**config.mk**
```make
export PLATFORM = sky130hd
export DESIGN_NAME = mips_muldiv
export DESIGN_NICKNAME = d
export VERILOG_FILES = /design/src/rtl/mips_muldiv.sv
export SDC_FILE = /design/constraint.sdc
export NUM_CORES = 1
export LEC_CHECK = 0
export CORE_MARGIN = 3
export CORE_UTILIZATION = 30
export DETAILED_ROUTE_END_ITERATION = 8
export MAX_ROUTING_LAYER = met4
export PLACE_DENSITY = 0.54
export SYNTH_ARGS = -nofsm -noshare
export SYNTH_HDL_FRONTEND = slang
export SYNTH_SLANG_ARGS = --single-unit
```
**constraint.sdc**
```tcl
create_clock -name clk -period 6.5 [get_ports clk]
set_clock_uncertainty 0.1 [all_clocks]
set_input_delay 1.3 -clock clk [delete_from_list [all_inputs] [get_ports clk]]
set_output_delay 1.3 -clock clk [all_outputs]
set_load 0.01 [all_outputs]
```
**src/rtl/mips_muldiv.sv**
```systemverilog
// mips_muldiv: MIPS HI/LO unit with iterative shift-add multiply, restoring divide and MTHI/MTLO.
// Define MULDIV_FAST_MULT_EN to make MULT/MULTU single-cycle combinational multiplies.
module mips_muldiv #(
  parameter int WIDTH = 32
) (
  input  logic             clk,
  input  logic             reset,
  input  logic             clk_enable,
  input  logic             start,
  input  logic [2:0]       op,
  input  logic [WIDTH-1:0] op_a,
  input  logic [WIDTH-1:0] op_b,
  output logic             busy,
  output logic             done,
  output logic             div_by_zero,
  output logic [WIDTH-1:0] hi,
  output logic [WIDTH-1:0] lo
);
  localparam int CNT_W = $clog2(WIDTH) + 1;
  localparam logic [CNT_W-1:0] LAST_ITER = CNT_W'(WIDTH - 1);

  localparam logic [2:0] OP_MULT  = 3'b000;
  localparam logic [2:0] OP_MULTU = 3'b001;
  localparam logic [2:0] OP_DIV   = 3'b010;
  localparam logic [2:0] OP_DIVU  = 3'b011;
  localparam logic [2:0] OP_MTHI  = 3'b100;
  localparam logic [2:0] OP_MTLO  = 3'b101;

  typedef enum logic [1:0] {S_IDLE, S_RUN, S_FIX, S_DONE} state_t;

  state_t state, state_nx;

  logic [CNT_W-1:0] cnt;
  logic             is_div_q;
  logic             neg_res_q;
  logic             neg_rem_q;
  logic [WIDTH-1:0] b_mag_q;
  logic [WIDTH-1:0] acc_hi;
  logic [WIDTH-1:0] acc_lo;
  logic             dbz_q;

  // Request decode
  logic             is_mul, is_div, is_mt, op_signed, accept, div_zero;
  logic             a_neg, b_neg;
  logic [WIDTH-1:0] a_mag, b_mag;

  assign is_mul    = (op == OP_MULT) || (op == OP_MULTU);
  assign is_div    = (op == OP_DIV)  || (op == OP_DIVU);
  assign is_mt     = (op == OP_MTHI) || (op == OP_MTLO);
  assign op_signed = (op == OP_MULT) || (op == OP_DIV);
  assign accept    = clk_enable && start && (state == S_IDLE) && (is_mul || is_div || is_mt);
  assign div_zero  = is_div && (op_b == '0);
  assign a_neg     = op_signed && op_a[WIDTH-1];
  assign b_neg     = op_signed && op_b[WIDTH-1];
  // The most-negative value negates to itself, which is its correct unsigned magnitude.
  assign a_mag     = a_neg ? -op_a : op_a;
  assign b_mag     = b_neg ? -op_b : op_b;

  // One iteration of shift-add multiply or restoring divide
  logic [WIDTH:0] mul_sum, div_sh, div_diff;
  logic           div_ge;

  assign mul_sum  = {1'b0, acc_hi} + (acc_lo[0] ? {1'b0, b_mag_q} : '0);
  assign div_sh   = {acc_hi, acc_lo[WIDTH-1]};
  assign div_ge   = div_sh >= {1'b0, b_mag_q};
  assign div_diff = div_sh - {1'b0, b_mag_q};

  // Sign correction applied in FIX
  logic [2*WIDTH-1:0] prod_mag, prod_fix;
  logic [WIDTH-1:0]   quo_fix, rem_fix;

  assign prod_mag = {acc_hi, acc_lo};
  assign prod_fix = neg_res_q ? -prod_mag : prod_mag;
  assign quo_fix  = neg_res_q ? -acc_lo : acc_lo;
  assign rem_fix  = neg_rem_q ? -acc_hi : acc_hi;

`ifdef MULDIV_FAST_MULT_EN
  logic [2*WIDTH-1:0] fast_mag, fast_fix;

  assign fast_mag = {{WIDTH{1'b0}}, a_mag} * {{WIDTH{1'b0}}, b_mag};
  assign fast_fix = (a_neg ^ b_neg) ? -fast_mag : fast_mag;
`endif

  always_ff @(posedge clk or posedge reset) begin
    if (reset)           state <= S_IDLE;
    else if (clk_enable) state <= state_nx;
  end

  always_comb begin
    // NOTE: default first so every path assigns state_nx and no latch is inferred.
    state_nx = state;
    case (state)
      S_IDLE: begin
        if (accept) begin
          if (is_mt || div_zero) state_nx = S_DONE;
`ifdef MULDIV_FAST_MULT_EN
          else if (is_mul)       state_nx = S_DONE;
`endif
          else                   state_nx = S_RUN;
        end
      end
      S_RUN:   if (cnt == LAST_ITER) state_nx = S_FIX;
      S_FIX:   state_nx = S_DONE;
      S_DONE:  state_nx = S_IDLE;
      default: state_nx = S_IDLE;
    endcase
  end

  // NOTE: sequential state uses non-blocking assignments so every register samples pre-edge values.
  always_ff @(posedge clk or posedge reset) begin
    if (reset) begin
      cnt       <= '0;
      is_div_q  <= 1'b0;
      neg_res_q <= 1'b0;
      neg_rem_q <= 1'b0;
      b_mag_q   <= '0;
      acc_hi    <= '0;
      acc_lo    <= '0;
      dbz_q     <= 1'b0;
      hi        <= '0;
      lo        <= '0;
    end else if (clk_enable) begin
      case (state)
        S_IDLE: begin
          if (accept) begin
            cnt       <= '0;
            is_div_q  <= is_div;
            neg_res_q <= a_neg ^ b_neg;
            neg_rem_q <= a_neg;
            b_mag_q   <= b_mag;
            acc_hi    <= '0;
            acc_lo    <= a_mag;
            dbz_q     <= div_zero;
            if (op == OP_MTHI) hi <= op_a;
            if (op == OP_MTLO) lo <= op_a;
`ifdef MULDIV_FAST_MULT_EN
            if (is_mul) {hi, lo} <= fast_fix;
`endif
          end
        end
        S_RUN: begin
          cnt <= cnt + 1'b1;
          if (is_div_q) begin
            acc_hi <= div_ge ? div_diff[WIDTH-1:0] : div_sh[WIDTH-1:0];
            acc_lo <= {acc_lo[WIDTH-2:0], div_ge};
          end else begin
            acc_hi <= mul_sum[WIDTH:1];
            acc_lo <= {mul_sum[0], acc_lo[WIDTH-1:1]};
          end
        end
        S_FIX: begin
          if (is_div_q) begin
            hi <= rem_fix;
            lo <= quo_fix;
          end else begin
            {hi, lo} <= prod_fix;
          end
        end
        S_DONE:  dbz_q <= 1'b0;
        default: ;
      endcase
    end
  end

  assign busy        = (state == S_RUN) || (state == S_FIX);
  assign done        = (state == S_DONE);
  assign div_by_zero = dbz_q;

endmodule

```
# Word level (Yosys, flattened, before mapping)
# Cells that the tools add are included.
# totals
register_bits	172
latchBits	0
mem_bits_rw	0
romBits	0
input_bits	71
output_inout_bits	67
n_memories	0
# op_classes
add_sub_neg	8
n_mul	0
div_mod_pow	0
n_lt_le_gt_ge	1
n_eq_ne	13
n_shift	0
muxes	29
bitwise	1
n_reduce_logical	26
# ops
cell	count
32-bit two-way mux	16
32-bit case mux with 2 select lines	4
32-bit negator	4
64-bit two-way mux	1
64-bit negator	1
32-bit by 32-bit adder with 33-bit output	1
33-bit by 32-bit >= comparator with 1-bit output	1
32-bit logical NOT	1
32-bit subtractor	1
6-bit case mux with 2 select lines	1
3-bit AND reduction	4
1-bit logical OR	8
2-bit case mux with 4 select lines	1
4-bit AND reduction	2
6-bit by 1-bit adder with 6-bit output (second input constant)	1
3-bit by 2-bit == test with 1-bit output (second input constant)	2
3-bit == test (second input constant)	2
6-bit by 5-bit == test with 1-bit output (second input constant)	1
1-bit logical AND	6
2-bit two-way mux	3
6-bit two-way mux	1
2-bit nonzero test	3
2-bit == test (second input constant)	2
2-bit by 1-bit inequality test with 1-bit output (second input constant)	2
8 further kinds	9

# Logic depth before layout (Yosys ltp)
# depth
ltp_word	7
depth_mapped	14
mapped_depth_nobuf	13

# Worst setup path after synthesis
# OpenSTA, ideal clock, no wires.
# synth_path
path_kind	input -> register
from	in op_a[6]
to	reg acc_lo[30]
arrival_time_ns	3.769
required_time_ns	6.274
path_slack_ns	2.505
cell_stages	9
path_cell_list	or4_1 > or3_4 > or4_4 > nor3_2 > nand2_1 > o21ai_2 > o21ai_0 > xor2_1 > a221o_1
# synth_via
elab_chain_cells	4
# synth_rtl
element	line	rtl
start, declared	11	input logic [WIDTH-1:0] op_a,
32-bit negator	56	assign a_mag = a_neg ? -op_a : op_a;
32-bit two-way mux	56	
32-bit two-way mux	125	if (accept) begin
32-bit case mux with 2 select lines	123	case (state)
end signal, assigned	132	acc_lo <= a_mag;
end signal, assigned	145	acc_lo <= {acc_lo[WIDTH-2:0], div_ge};
end signal, assigned	148	acc_lo <= {mul_sum[0], acc_lo[WIDTH-1:1]};
end, declared	39	logic [WIDTH-1:0] acc_lo;
# No other way between the ends. The select of a mux whose other input is x is not followed.
# A chain may end at the register's enable or synchronous reset.

# Worst setup path after layout
# layout_path
from	reg acc_lo[0]
to	reg acc_hi[24]
# layout_via
elab_chain_cells	4
# layout_rtl
element	line	rtl
32-bit two-way mux	63	assign mul_sum = {1'b0, acc_hi} + (acc_lo[0] ? {1'b0, b_mag_q} : '0);
32-bit by 32-bit adder with 33-bit output	63	
32-bit two-way mux	143	if (is_div_q) begin
32-bit case mux with 2 select lines	123	
end signal, assigned	144	acc_hi <= div_ge ? div_diff[WIDTH-1:0] : div_sh[WIDTH-1:0];
end signal, assigned	147	acc_hi <= mul_sum[WIDTH:1];
end, declared	38	logic [WIDTH-1:0] acc_hi;
# No other way between the ends.

==> flow_summary_export.csv <==
group,metric,value,unit
setup_path,slowest_stage,"a31oi_1",
min_path,whs_endpoint,"lo[28]$_DFFE_PP0P_",
cts,post_cts_buffers,0,
global_route,track_usage,20.8,%
setup_path,crit_fanout,13,
setup_path,worstRegToRegCells,13,
synthesis,synth_cell_type_count,77,
setup_path,cp_num_buf_inv,2,
global_route,antenna_found_initial,0,
timing,max_slew_margin,28.3,%
synthesis,yosysWarnings,0,
detailed_routing,avgRoutedWirePerCell,20.6,microns
detailed_routing,final_antenna_net_count,0,
timing,fin_ws,2.12,ns
detailed_routing,vias_per_cell,5.55,
setup_path,critical_path_arrival,4.63,ns
floorplanning,die_area,51300,sq um
setup_path,timing.rr.end,"acc_hi[24]$_DFFE_PP0P_",
detailed_routing,met3_length,2.47,mm
floorplanning,coreArea,47900,sq um
cells_and_area,nFillCells,5011,
cts,cts-root-buf,"clkbuf_16",
cts,numCtsBuffers,17,
cts,cts_max_path_buffers,2,
timing,worstMarginPinSlew,1.07,ns
power,leakage,0.00725,uW
synthesis,ys_ff_latch,172,
cts,post_cts_resized,0,
global_route,grt-ovfl-total,0,
cts,cts_tree,"yes",
global_route,grt_max_degree,75,
synthesis,synth_flop_cell,"dfrtp_1",
status,status,"finished, final reports clean",
detailed_routing,firstDrtPassIters,6,
setup_path,startpoint,"acc_lo[0]$_DFFE_PP0P_",
cts,clk_transition_reported_paths,0.08,ns
global_route,first_global_vias,13300,
detailed_routing,wl_met1,24.7,mm
floorplanning,die_w,227,microns
detailed_routing,drc,0,
global_route,grt_pass1_wl,79.9,mm
flow_run,cap_viol_max_count,0,
timing,period_needed,4.38,ns
min_path,whs_path_depth,1,
setup_path,cpPeakStageDelay,0.58,ns
placement,io_buffers,137,
power,ir_drop,257,uV
cts,hold_buffers,0,
floorplanning,pin_count,138,
setup_path,path_class,"flop to flop",
detailed_routing,wl_met2,23.6,mm
synthesis,syn_area,14600,sq um
timing,hold_viol,0,
floorplanning,start_util,30.4,%
cts,cts_max_level,4,
timing,slew_violations,0,
floorplanning,rows,80,
detailed_routing,vias,14000,
setup_path,crit_family,"compound AO/OA/AOI/OAI gates",
synthesis,syn-mean-instance-area,7.99,sq um
min_path,hp-class,"flop to flop",
timing,rsz0062_at_grt,"no",
detailed_routing,drt_iter0_drc,1285,
detailed_routing,wl,52.2,mm
timing,setup-tns-final,0,ns
setup_path,regToRegSetupSlack,2.12,ns
cells_and_area,layout-drive-gt1-share,5.07,%
setup_path,crit_chain,"inv_1, buf_4, nor2_1, ha_1, nand3_1, nor2_1, a21oi_1, a21oi_1, a31oi_1, o21ai_0, xnor2_1, nand2_1, a32o_1",
cells_and_area,diodes,0,
synthesis,ys_seq_area_share,29.5,%
cts,worstSkewPairLatency,0.47,ns
cells_and_area,area_growth_syn_to_layout,17.6,%
setup_path,critPathLaunchType,"flop",
synthesis,synthesis.nets,1974,
setup_path,r2r-start,"acc_lo[0]$_DFFE_PP0P_",
setup_path,cp.required,6.75,ns
placement,hpwl,39.9,mm
timing,period_share,67.3,%
placement,gp_congestion,0.907,
floorplanning,die-height,227,microns
placement,post-place-ws,1.70,ns
synthesis,syn-instance-count,1828,
cells_and_area,final_net_count,2045,
power,powerDensity,530,nW/um^2
detailed_routing,top_layer_used,"met4",
cts,clock_sinks,172,
setup_path,critPathCaptureType,"flop",
synthesis,synth-edff-count,0,
synthesis,async_flop_share,100,%
timing,max_freq,228,MHz
timing,setup_viol,0,
min_path,min_from,"lo[28]$_DFFE_PP0P_",
## synth_stat cells (13+ instances only)
cell type,number,area [sq um]
o41ai_1,14,123
nor2b_1,22,138
nand2_1,216,811
o21ai_0,201,1010
mux2i_1,52,521
nand3_1,42,210
o211ai_1,13,97.6
clkbuf_1,90,338
nor2_1,121,454
o31ai_1,34,255
a21o_1,56,420
inv_1,65,244
nor4_1,18,113
or3_1,17,106
dfrtp_1,172,4300
nand2b_1,17,106
nor3_1,35,175
a31oi_1,18,113
ha_1,73,913
a21oi_1,126,631
xor2_1,86,753
a22oi_1,19,143
xnor2_1,88,771
a211oi_1,50,375
## metal layers
layer | global-route usage, % | vias up
met4 | 6.31 | 0
li1 | - | 6779
met1 | 28.1 | 6741
met2 | 32.6 | 435
met5 | - | -
met3 | 2.73 | 60
## flip-flops by register name (all words and copies together) (netlist names)
signal / count
acc_hi: 32
b_mag_q: 32
div_by_zero: 1
acc_lo: 32
is_div_q: 1
neg_res_q: 1
neg_rem_q: 1
hi: 32
state: 2
lo: 32
cnt: 6
## final cells by class
class / count / area, sq um / area share, %
clock buffer: 20 / 467 / 2.72
clock inverter: 12 / 153 / 0.889
inverter: 66 / 253 / 1.47
multi-input combinational: 1486 / 9700 / 56.5
sequential: 172 / 4310 / 25.1
tap: 615 / 769 / 4.48
timing repair buffer: 156 / 1510 / 8.82
## worst max-delay path by stage
stage	end	slack [ns]	cells after the start
floorplan	acc_hi[0]$_DFFE_PP0P_	0.44	1
global placement	acc_lo[29]$_DFFE_PP0P_	1.71	10
detailed placement	acc_lo[29]$_DFFE_PP0P_	1.70	10
CTS	hi[6]$_DFFE_PP0P_	2.11	10
global route	acc_hi[29]$_DFFE_PP0P_	1.88	12
finish	acc_hi[24]$_DFFE_PP0P_	2.12	13
## kinds of logic (layout without fill, tap and decap cells)
logic type	after synthesis	after routing	share of synthesized area, %
flip-flops	172	172	29.5
buffers and inverters	170	254	4.41
XOR/XNOR	174	174	10.4
AO/OA/AOI/OAI	617	617	26.7
adder cells (fa/ha/maj)	75	75	6.53
multiplexers	58	58	4.03
AND/OR/NAND/NOR	562	562	18.4
## layout by cell type, fill, tap and decap left out, drive strengths merged, types with 7 or more instances in the layout
master,Yosys,layout
o41ai,16,16
clkbuf,90,20
o211ai,13,13
or2,8,8
o21a,10,10
nor2,121,121
nor4,18,18
dfrtp,172,172
nand3,42,42
nor3,36,36
o21ai,209,209
nand2,216,216
clkdlybuf4s50,0,137
a31oi,18,18
a22oi,19,19
and2,9,9
or3,19,19
xnor2,88,88
nor2b,22,22
o31ai,35,35
a21o,56,56
o21bai,7,7
and3,11,11
nand2b,17,17
buf,14,19
nand4,12,12
or4,13,13
mux2i,52,52
inv,66,71
ha,73,73
xor2,86,86
a21oi,126,126
a211oi,50,50
## report_power, final
group	total (uW)	internal [uW]	switching, uW	leakage (uW)
Combinational	5760	2370	3390	0.00479
Clock	1120	609	512	0.000303
Sequential	2210	1540	677	0.00216
## worst reg2reg max path, stage by stage, from the launching register on
cell and delay (ns):
dfrtp_1 0.52, inv_1 0.55, buf_4 0.29, nor2_1 0.06, ha_1 0.35, nand3_1 0.16, nor2_1 0.06, a21oi_1 0.34
a21oi_1 0.27, a31oi_1 0.58, o21ai_0 0.22, xnor2_1 0.37, nand2_1 0.10, a32o_1 0.28
## through the flow
step | hold WS [ns] | total power (uW) | instances | area (sq um) | utilization, %
6_report | 0.379 | 9090 | 2527 | 17200 | 35.8
3_3_place_gp | 0.360 | 7870 | 2495 | 16500 | 34.5
2_1_floorplan | 0.350 | 6010 | 1828 | 14600 | -
3_5_place_dp | 0.365 | 7910 | 2495 | 16500 | 34.5
4_1_cts | 0.382 | 9060 | 2527 | 17200 | 35.8
5_1_grt | 0.392 | 9820 | 2527 | 17200 | 35.8
Note: power is estimated with default switching activity, not from simulation.
